### config.mk
export PLATFORM = sky130hd
export DESIGN_NAME = ov7670_frame_capture_flat
export DESIGN_NICKNAME = d
export VERILOG_FILES = /design/src/rtl/vga_cam_pkg.sv /design/src/rtl/ov7670_frame_capture_if.sv /design/src/rtl/rgb565_to_rgb444.sv /design/src/rtl/ov7670_frame_capture.sv /design/src/flat_wrapper.sv
export SDC_FILE = /design/constraint.sdc
export NUM_CORES = 1
export LEC_CHECK = 0
export ABC_CLOCK_PERIOD_IN_PS = 2700
export BUFFER_PORTS_ARGS = -buffer_cell sky130_fd_sc_hd__buf_2
export CORE_UTILIZATION = 55
export CTS_CLUSTER_DIAMETER = 100
export CTS_CLUSTER_SIZE = 28
export DETAILED_ROUTE_END_ITERATION = 16
export PLACE_DENSITY = 0.84
export REMOVE_ABC_BUFFERS = 1
export SYNTH_ARGS = -nofsm -noshare
export SYNTH_HDL_FRONTEND = slang
export SYNTH_HIERARCHICAL = 1
export SYNTH_SLANG_ARGS = --single-unit
### constraint.sdc
create_clock -name clk -period 2.7 [get_ports clk]
set_clock_uncertainty 0.2 [all_clocks]
set_input_delay 0.405 -clock clk [delete_from_list [all_inputs] [get_ports clk]]
set_output_delay 0.405 -clock clk [all_outputs]
set_load 0.03 [all_outputs]
### src/rtl/vga_cam_pkg.sv
// Shared camera/VGA definitions: image geometry defaults, pixel format,
// capture FSM states and the colour-bar test pattern helpers.
package vga_cam_pkg;

  localparam int IMG_W_DEF  = 320;
  localparam int IMG_H_DEF  = 240;
  localparam int ADDR_W_DEF = 17;

  typedef struct packed {
    logic [3:0] r;
    logic [3:0] g;
    logic [3:0] b;
  } rgb444_t;

  typedef enum logic {
    S_WAIT   = 1'b0,
    S_ACTIVE = 1'b1
  } cap_state_t;

  localparam rgb444_t BAR_WHITE   = '{r: 4'hF, g: 4'hF, b: 4'hF};
  localparam rgb444_t BAR_YELLOW  = '{r: 4'hF, g: 4'hF, b: 4'h0};
  localparam rgb444_t BAR_CYAN    = '{r: 4'h0, g: 4'hF, b: 4'hF};
  localparam rgb444_t BAR_GREEN   = '{r: 4'h0, g: 4'hF, b: 4'h0};
  localparam rgb444_t BAR_MAGENTA = '{r: 4'hF, g: 4'h0, b: 4'hF};
  localparam rgb444_t BAR_RED     = '{r: 4'hF, g: 4'h0, b: 4'h0};
  localparam rgb444_t BAR_BLUE    = '{r: 4'h0, g: 4'h0, b: 4'hF};
  localparam rgb444_t BAR_BLACK   = '{r: 4'h0, g: 4'h0, b: 4'h0};

  // Bar index 0..7 for a column; bars are img_w/8 pixels wide.
  function automatic logic [2:0] bar_index(input logic [8:0] x, input int img_w);
    logic [2:0] idx;
    idx = 3'd0;
    for (int k = 1; k < 8; k++) begin
      if (int'(x) >= (k * img_w) / 8) idx = 3'(k);
    end
    return idx;
  endfunction

  function automatic rgb444_t bar_colour(input logic [2:0] idx);
    rgb444_t c;
    case (idx)
      3'd0:    c = BAR_WHITE;
      3'd1:    c = BAR_YELLOW;
      3'd2:    c = BAR_CYAN;
      3'd3:    c = BAR_GREEN;
      3'd4:    c = BAR_MAGENTA;
      3'd5:    c = BAR_RED;
      3'd6:    c = BAR_BLUE;
      default: c = BAR_BLACK;
    endcase
    return c;
  endfunction

endpackage

### src/rtl/ov7670_frame_capture_if.sv
// Camera bus plus frame-buffer write port of the OV7670 capture stage.
// The camera/controller side is the master, the capture block the slave.
// test_sel exists only when OV7670_TEST_PATTERN_EN is defined.
interface ov7670_frame_capture_if #(
  parameter int ADDR_W = 17
);
  logic              cap_en;
  logic              vsync;
  logic              href;
  logic [7:0]        cam_data;
`ifdef OV7670_TEST_PATTERN_EN
  logic              test_sel;
`endif
  logic              we;
  logic [ADDR_W-1:0] wAddr;
  logic [11:0]       wData;
  logic              busy;
  logic              frame_done;
  logic              err_ovf;

`ifdef OV7670_TEST_PATTERN_EN
  modport master (
    output cap_en, vsync, href, cam_data, test_sel,
    input  we, wAddr, wData, busy, frame_done, err_ovf
  );
  modport slave (
    input  cap_en, vsync, href, cam_data, test_sel,
    output we, wAddr, wData, busy, frame_done, err_ovf
  );
`else
  modport master (
    output cap_en, vsync, href, cam_data,
    input  we, wAddr, wData, busy, frame_done, err_ovf
  );
  modport slave (
    input  cap_en, vsync, href, cam_data,
    output we, wAddr, wData, busy, frame_done, err_ovf
  );
`endif
endinterface

### src/rtl/rgb565_to_rgb444.sv
// Packs an RGB565 byte pair (d0 = first byte, d1 = second) into RGB444
// by keeping the top four bits of each component.
module rgb565_to_rgb444
  import vga_cam_pkg::*;
(
  input  logic [7:0] d0,
  input  logic [7:0] d1,
  output rgb444_t    pix
);

  logic unused_bits;

  // Truncate each 565 component to its four most significant bits.
  always_comb begin
    pix.r = d0[7:4];
    pix.g = {d0[2:0], d1[7]};
    pix.b = d1[4:1];
  end

  assign unused_bits = ^{d0[3], d1[6:5], d1[0]};

endmodule

### src/rtl/ov7670_frame_capture.sv
// OV7670 whole-frame capture: samples the camera byte bus, packs RGB565 to
// RGB444 and writes pixels at y*IMG_W + x. Optional macro
// OV7670_TEST_PATTERN_EN adds test_sel to replace pixels with colour bars.
//
// state    | meaning
// S_WAIT   | idle between frames, waiting for VSYNC fall with cap_en=1
// S_ACTIVE | capturing a frame until VSYNC rises
module ov7670_frame_capture
  import vga_cam_pkg::*;
#(
  parameter int IMG_W  = IMG_W_DEF,
  parameter int IMG_H  = IMG_H_DEF,
  parameter int ADDR_W = ADDR_W_DEF
) (
  input logic                  clk,
  input logic                  reset,
  ov7670_frame_capture_if.slave bus
);

  localparam logic [8:0]        W9     = 9'(IMG_W);
  localparam logic [8:0]        H9     = 9'(IMG_H);
  localparam logic [ADDR_W-1:0] W_ADDR = ADDR_W'(IMG_W);

  cap_state_t        state_q, state_d;
  logic              vsync_d, href_d, phase;
  logic [7:0]        d0_q;
  logic [8:0]        x_q, y_q;
  logic [ADDR_W-1:0] line_base_q;
  logic              we_q, done_q, ovf_q;
  logic [ADDR_W-1:0] waddr_q;
  logic [11:0]       wdata_q;

  logic    frame_start, vsync_rise, href_fall, pix_valid, in_range;
  logic    restart, finish;
  rgb444_t cam_pix, pix_word;

  assign frame_start = vsync_d & ~bus.vsync;
  assign vsync_rise  = ~vsync_d & bus.vsync;
  assign href_fall   = href_d & ~bus.href;
  assign pix_valid   = bus.href & phase;
  assign in_range    = (x_q < W9) && (y_q < H9);

  rgb565_to_rgb444 u_pack (
    .d0  (d0_q),
    .d1  (bus.cam_data),
    .pix (cam_pix)
  );

  // Pixel value source: camera data, or colour bars when selected.
  always_comb begin
`ifdef OV7670_TEST_PATTERN_EN
    pix_word = bus.test_sel ? bar_colour(bar_index(x_q, IMG_W)) : cam_pix;
`else
    pix_word = cam_pix;
`endif
  end

  // State register.
  always_ff @(posedge clk or posedge reset) begin
    if (reset) state_q <= S_WAIT;
    else       state_q <= state_d;
  end

  // Next state; a VSYNC fall while active is a glitch and just restarts.
  always_comb begin
    state_d = state_q;
    restart = 1'b0;
    finish  = 1'b0;
    case (state_q)
      S_WAIT: begin
        if (frame_start && bus.cap_en) begin
          state_d = S_ACTIVE;
          restart = 1'b1;
        end
      end
      S_ACTIVE: begin
        if (frame_start) begin
          restart = 1'b1;
        end else if (vsync_rise) begin
          state_d = S_WAIT;
          finish  = 1'b1;
        end
      end
      default: state_d = S_WAIT;
    endcase
  end

  // Edge history, byte phase, pixel counters and registered write port.
  always_ff @(posedge clk or posedge reset) begin
    if (reset) begin
      vsync_d     <= 1'b0;
      href_d      <= 1'b0;
      phase       <= 1'b0;
      d0_q        <= '0;
      x_q         <= '0;
      y_q         <= '0;
      line_base_q <= '0;
      we_q        <= 1'b0;
      waddr_q     <= '0;
      wdata_q     <= '0;
      done_q      <= 1'b0;
      ovf_q       <= 1'b0;
    end else begin
      vsync_d <= bus.vsync;
      href_d  <= bus.href;
      phase   <= bus.href ? ~phase : 1'b0;
      if (bus.href && !phase) d0_q <= bus.cam_data;
      we_q   <= 1'b0;
      done_q <= finish;
      if (restart) begin
        x_q         <= '0;
        y_q         <= '0;
        line_base_q <= '0;
        ovf_q       <= 1'b0;
      end else if (state_q == S_ACTIVE) begin
        if (pix_valid) begin
          if (in_range) begin
            we_q    <= 1'b1;
            waddr_q <= line_base_q + ADDR_W'(x_q);
            wdata_q <= pix_word;
            x_q     <= x_q + 9'd1;
          end else begin
            ovf_q <= 1'b1;
          end
        end else if (href_fall && (x_q != 9'd0)) begin
          x_q         <= '0;
          y_q         <= y_q + 9'd1;
          line_base_q <= line_base_q + W_ADDR;
        end
      end
    end
  end

  assign bus.we         = we_q;
  assign bus.wAddr      = waddr_q;
  assign bus.wData      = wdata_q;
  assign bus.busy       = (state_q == S_ACTIVE);
  assign bus.frame_done = done_q;
  assign bus.err_ovf    = ovf_q;

endmodule
### src/flat_wrapper.sv
// flat-port wrapper written by rule: the top's interface ports become plain ports
module ov7670_frame_capture_flat import vga_cam_pkg::*;
#(
  parameter int IMG_W  = IMG_W_DEF,
  parameter int IMG_H  = IMG_H_DEF,
  parameter int ADDR_W = ADDR_W_DEF
)
  (clk, reset, bus_cap_en, bus_vsync, bus_href, bus_cam_data, bus_we, bus_wAddr, bus_wData, bus_busy, bus_frame_done, bus_err_ovf);
  ov7670_frame_capture_if #(.ADDR_W(ADDR_W)) bus_i ();
  input logic clk;
  input logic reset;
  input wire logic [$bits(bus_i.cap_en)-1:0] bus_cap_en;
  input wire logic [$bits(bus_i.vsync)-1:0] bus_vsync;
  input wire logic [$bits(bus_i.href)-1:0] bus_href;
  input wire logic [$bits(bus_i.cam_data)-1:0] bus_cam_data;
  output wire logic [$bits(bus_i.we)-1:0] bus_we;
  output wire logic [$bits(bus_i.wAddr)-1:0] bus_wAddr;
  output wire logic [$bits(bus_i.wData)-1:0] bus_wData;
  output wire logic [$bits(bus_i.busy)-1:0] bus_busy;
  output wire logic [$bits(bus_i.frame_done)-1:0] bus_frame_done;
  output wire logic [$bits(bus_i.err_ovf)-1:0] bus_err_ovf;
  assign bus_i.cap_en = bus_cap_en;
  assign bus_i.vsync = bus_vsync;
  assign bus_i.href = bus_href;
  assign bus_i.cam_data = bus_cam_data;
  assign bus_we = bus_i.we;
  assign bus_wAddr = bus_i.wAddr;
  assign bus_wData = bus_i.wData;
  assign bus_busy = bus_i.busy;
  assign bus_frame_done = bus_i.frame_done;
  assign bus_err_ovf = bus_i.err_ovf;
  ov7670_frame_capture #(.IMG_W(IMG_W), .IMG_H(IMG_H), .ADDR_W(ADDR_W)) u_core (.clk(clk), .reset(reset), .bus(bus_i));
endmodule
==> results of run 1 <==
## routing by layer
metal	global-route usage, %	wire length [um]	up-vias
met5	0	0	-
met4	14.7	262	0
met3	4.15	404	29
met2	41.3	4010	126
met1	31.7	3430	1448
li1	-	-	1319
## per-stage QoR
stage          hold slack [ps]  setup slack [ps]
3_3_place_gp               241             -13.6
4_1_cts                   10.3              76.1
6_report                  29.8               104
3_5_place_dp               255              -130
5_1_grt                   21.1              22.4
2_1_floorplan              221              -220
## state kept, by name (all words and copies together) (netlist names), 7 cells and up
register	flops
u_core/x_q	9
u_core/bus.wData	12
u_core/y_q	9
u_core/line_base_q	11
u_core/bus.wAddr	17
u_core/d0_q	7
## critical path, cell delays in order
cell,delay (ps)
dlygate4sd3_1,530
buf_2,140
nor2b_4,130
buf_4,200
a21oi_2,200
buf_4,250
a2111oi_0,540
mux2i_1,250
## worst max path at each step
stage | slack, ps | end | start
2_1_floorplan | -220 | u_core/bus.wData[0] | u_core/bus.busy
3_3_place_gp | -10 | u_core/bus.wData[4] | bus_vsync
3_5_place_dp | -130 | u_core/bus.wData[8] | bus_vsync
4_1_cts | 80 | u_core/bus.wAddr[16] | bus_vsync
5_1_grt | 20 | u_core/y_q[8] | bus_vsync
6_report | 100 | u_core/line_base_q[16] | bus_vsync
## layout by cell type (no fill, tap or decap), types with 2 or more instances in the layout
cell / count
a2111o_1: 2
a2111oi_0: 7
a211oi_1: 3
a21oi_1: 9
a21oi_2: 2
a2bb2oi_1: 4
a31oi_1: 15
and2_1: 2
and3_1: 3
and4_1: 2
buf_2: 45
buf_4: 11
clkbuf_8: 9
clkinvlp_4: 2
dfrtp_1: 72
dlygate4sd3_1: 2
ha_1: 7
inv_1: 7
inv_6: 4
mux2_2: 25
mux2i_1: 14
nand2_1: 28
nand2b_1: 13
nand3_1: 14
nand4_1: 4
nor2_1: 5
nor2b_1: 2
nor3_1: 5
o21ai_0: 22
o21ai_1: 3
o311a_1: 3
o31ai_1: 3
o41ai_1: 4
or3_1: 2
or4_4: 2
xnor2_1: 5
## where the power goes
part	switching, uW	internal (uW)	total, uW
logic	911	497	1410
clock network	456	446	902
registers	218	1340	1560
total	1580	2290	3870
## timing repair
item / in CTS / in global routing
gates resized for setup: 1 / 1
hold buffers: 2 / 0
endpoints found under the setup margin: 18 / 19
hold endpoints to repair: 28 / 0
## area by class of cell
type | count | area [sq um]
sequential | 72 | 1800
fill | 487 | 2250
clock inverter | 7 | 83.8
tap | 77 | 96.3
inverter | 9 | 37.5
multi-input combinational | 227 | 1680
clock buffer | 9 | 124
timing repair buffer | 59 | 348
==> summary.txt, run 1 <==
Layout
  – Final Non-Filler Cells: 460
  – Fin area: 4170 sq um
  – Synth-to-layout area growth: 13.2%
  – Diodes inserted: 0
  – Share of cells above drive strength 1: 29.0%
  – Nets: 398
  – Final core utilization: 64.9%

Detailed routing
  – 1st-iter DRT viols: 243
  – Number of detailed-route iterations in the first pass: 12
  – ANT nets after route: 0
  – Number of vias per cell: 6.35
  – WL/cell: 17.6 um
  – WL final: 8.11 mm
  – DR vias: 2922
  – Residual DRC count: 6

Timing
  – Fmax: 0.385 GHz
  – Final setup fails: 0
  – Final period util: 96.2%
  – Post-route minimum period: 2600 ps
  – Max-slew violations: 0
  – RSZ-0062 raised after global routing: no
  – Worst-margin pin slew: 724 ps
  – Final hold vios: 0
  – Slew Limit Headroom: 51.4%
  – Setup TNS: 0 ps

CTS
  – Max Root-Sink Buffers: 2
  – Clock Pin Slew Worst Setup and Hold Paths: 80 ps
  – TritonCTS Sinks: 72
  – Num CTS Buffers: 9
  – CTS H-tree depth: 3
  – Setup bufs post-CTS: 0
  – TritonCTS clock tree: done
  – Clock network latency to the later pin of the worst-skew pair: 350 ps
  – Clk root buf: clkbuf_8

Placement
  – Placed cell area: 3930 sq um
  – Port Buf Inserts: 45
  – GPL Wtd Cong: 0.918
  – DP Wirelength: 5.54 mm
  – DP Cell Count: 442

Critical path
  – Required time worst endpoint: 2770 ps
  – CP Capture Type: flop
  – R2r startpoint: u_core/x_q[0]
  – R2r setup slk: 260 ps
  – R2R cell count: 6
  – Worst-path fanout max: 13
  – Crit path launch type: primary input
  – Worst EP arrival: 2670 ps
  – Critical R2R Capture: u_core/y_q[4]
  – Kind of critical path: primary input to flop

Floorplanning
  – Die X: 83.8 um
  – Initial Utilization: 57.3%
  – Row Count: 29
  – I/O Pins: 46
  – Die Height: 83.8 um
  – Die footprint: 7030 sq um
  – Core area: 6420 sq um

Min path
  – Hold Path Cell Cnt: 1
  – Hold Path End: u_core/href_d
  – HP Class: primary input to flop
  – Hold Crit Start: bus_href

Job
  – Maxcap violations: 0

Yosys
  – Syn Area/Cell: 10.9 sq um
  – Synthesized area: 3680 sq um
  – Warnings, synthesis: 6
  – Post-synthesis cell count: 337

Run status
  – Failing checks: design-rule violations
  – Status: finished, violations left

Global routing
  – Gr ovfl total: 0
  – Vias in the first global route: 2862
  – Pin count of the biggest net entering global routing: 46
  – First-pass GRT wire length: 13.8 mm
  – Total GRT Usage: 25.2%
  – Initial antenna violation count: 0

Power and ir drop
  – P_leak: 0.00184 uW
  – Pwr Total: 3870 uW
  – Max IR drop VDD: 527 uV
  – Pwr Density: 928 nW/um^2
No activity file was read; power rests on OpenSTA's default activity.
==> run 2: changes to the inputs <==
--- a/config.mk
+++ b/config.mk
@@ -13,2 +13,3 @@
 export DETAILED_ROUTE_END_ITERATION = 16
+export GPL_TIMING_DRIVEN = 0
 export PLACE_DENSITY = 0.84
--- a/constraint.sdc
+++ b/constraint.sdc
@@ -4,2 +4,2 @@
 set_output_delay 0.405 -clock clk [all_outputs]
-set_load 0.03 [all_outputs]
+set_load 0.01 [all_outputs]
==> summary.txt, run 2 (same netlist as run 1, synthesis figures left out) <==
Timing
  – Final hold vios: 0 (unchanged)
  – Slew Limit Headroom: 20.9% (-30 points)
  – Max-slew violations: 0 (unchanged)
  – Post-route minimum period: 2510 ps (-90.2 ps)
  – Hold Slack: 19.2 ps (-10.6 ps)
  – Fmax: 0.399 GHz (+3.6%)
  – Worst-margin pin slew: 1190 ps (+463 ps)
  – Final setup fails: 0 (unchanged)
  – Setup WS post-layout: 194 ps (+90.2 ps)
  – Final period util: 92.8% (-3.3 points)
  – Setup TNS: 0 ps (unchanged)
  – RSZ-0062 raised after global routing: no

Detailed routing
  – Number of vias per cell: 6.33 (-0.38%)
  – WL final: 7.63 mm (-6.0%)
  – DR vias: 2835 (-3.0%)
  – 1st-iter DRT viols: 250 (+2.9%)
  – WL/cell: 17.0 um (-3.4%)
  – Number of detailed-route iterations in the first pass: 10 (-2)
  – Residual DRC count: 5 (-1)
  – ANT nets after route: 0 (unchanged)

Layout
  – Max reg flops: 17 (unchanged)
  – Synth-to-layout area growth: 11.0%
  – Diodes inserted: 0 (unchanged)
  – Most frequent cells in the layout: dfrtp_1 (72), buf_2 (45), nand2_1 (27)
  – Nets: 386 (-3.0%)
  – Share of cells above drive strength 1: 27.8% (-1.2 points)
  – Fin area: 4090 sq um (-2.0%)
  – Commonest non-fill, non-tap cell in the layout: dfrtp_1
  – Final Non-Filler Cells: 448 (-2.6%)

Floorplanning
  – Initial Utilization: 57.3% (unchanged)
  – Row Count: 29 (unchanged)
  – I/O Pins: 46 (unchanged)
  – Die Height: 83.8 um (unchanged)
  – Core area: 6420 sq um (unchanged)
  – Die X: 83.8 um (unchanged)
  – Die footprint: 7030 sq um (unchanged)

Global routing
  – Met2 GRT Util: 36.7% (-4.5 points)
  – Vias in the first global route: 2711 (-5.3%)
  – First-pass GRT wire length: 12.7 mm (-8.1%)
  – Initial antenna violation count: 0 (unchanged)
  – Gr ovfl total: 0 (unchanged)
  – Total GRT Usage: 22.9% (-2.3 points)
  – Pin count of the biggest net entering global routing: 73 (+59%)
  – Met1 Use GR: 29.9% (-1.8 points)
  – Layer with the highest usage: met2
  – Grt met3 use: 4.25% (+0.099 points)

CTS
  – Clock Pin Slew Worst Setup and Hold Paths: 80 ps (about the same)
  – TritonCTS clock tree: done
  – TritonCTS Sinks: 72 (unchanged)
  – Clk root buf: clkbuf_8
  – Clock network latency to the later pin of the worst-skew pair: 350 ps (about the same)
  – Max Root-Sink Buffers: 2 (unchanged)
  – Setup bufs post-CTS: 0 (unchanged)
  – Num CTS Buffers: 9 (unchanged)
  – CTS H-tree depth: 3 (unchanged)

Critical path
  – Critical R2R Capture: u_core/bus.wData[7]
  – R2r startpoint: u_core/x_q[6]
  – R2r setup slk: 190 ps (-70 ps)
  – Worst EP arrival: 2540 ps (-130 ps)
  – Worst-path fanout max: 14 (+1)
  – CP Capture Point: u_core/bus.wData[7]
  – Crit path from: u_core/x_q[6]
  – Required time worst endpoint: 2730 ps (-40 ps)
  – CP Capture Type: flop
  – Crit path launch type: flop
  – Kind of critical path: flop to flop
  – R2R cell count: 5 (-1)

Power and ir drop
  – Max IR drop VDD: 452 uV (-14%)
  – P_leak: 0.00178 uW (-3.1%)
  – Pwr Density: 879 nW/um^2 (-5.3%)

Placement
  – DP Wirelength: 4.91 mm (-11%)
  – DP Cell Count: 430 (-2.7%)
  – Placed cell area: 3830 sq um (-2.5%)
  – GPL Wtd Cong: 0.844 (-8.0%)
  – Port Buf Inserts: 45 (unchanged)
  – Placement Setup Slack: -800 ps (-669 ps)

Min path
  – HP Class: primary input to flop
  – Hold Crit Start: bus_vsync

Run status
  – Failing checks: design-rule violations
  – Status: finished, violations left

Job
  – Maxcap violations: 0 (unchanged)
==> run 2: area by class of cell <==
type                    instances  area (sq um)
clock inverters                 6          90.1
repair inverters                1          7.51
flip-flops and latches         72          1800
inverters                       9          40.0
fillers                       490          2340
well taps                      77          96.3
repair buffers                 45           225
clock buffers                  10           138
multi-input cells             228          1690
==> run 2: repair_timing <==
| item | in CTS | in global routing |
|---|---|---|
| pin swaps | 0 | 1 |
| cloned | 1 | 1 |
| resized for setup | 4 | 1 |
| hold buffers | 0 | 0 |
| setup endpoints to repair | 24 | 14 |
==> run 2: report_power, final <==
| group | internal, uW | switching [uW] | leakage (uW) | total (uW) |
|---|---|---|---|---|
| sequential | 1340 | 204 | 0.000931 | 1550 |
| clock | 550 | 427 | 0.000113 | 977 |
| combinational | 463 | 607 | 0.000741 | 1070 |
| total | 2360 | 1240 | 0.00178 | 3590 |
==> run 2: worst min-delay path by stage <==
stage / to / slack [ps] / depth (start not counted)
2_1_floorplan: u_core/bus.frame_done / 220 / 1
3_3_place_gp: u_core/bus.frame_done / 230 / 1
3_5_place_dp: u_core/bus.frame_done / 240 / 1
4_1_cts: u_core/vsync_d / 6 / 1
5_1_grt: u_core/href_d / 10 / 1
6_report: u_core/vsync_d / 20 / 1
==> run 2: layer usage <==
metal	part of all wire (%)	routed length, um
met4	2.7	206
met5	0	0
met3	5.0	380
met1	43	3280
met2	49	3760
==> run 2: through the flow <==
step | utilization (%) | total power [uW]
3_5_place_dp | 59.7 | 2620
6_report | 63.6 | 3590
3_3_place_gp | 59.6 | 2570
4_1_cts | 63.5 | 3600
5_1_grt | 63.6 | 3790
2_1_floorplan | - | 2240
==> run 2: critical path, cell delays in order (launching register included) <==
cell and delay, ps:
dfrtp_1 470, o21ai_1 260, and4_2 490, nand2_2 290
clkinvlp_4 320, mux2_2 360
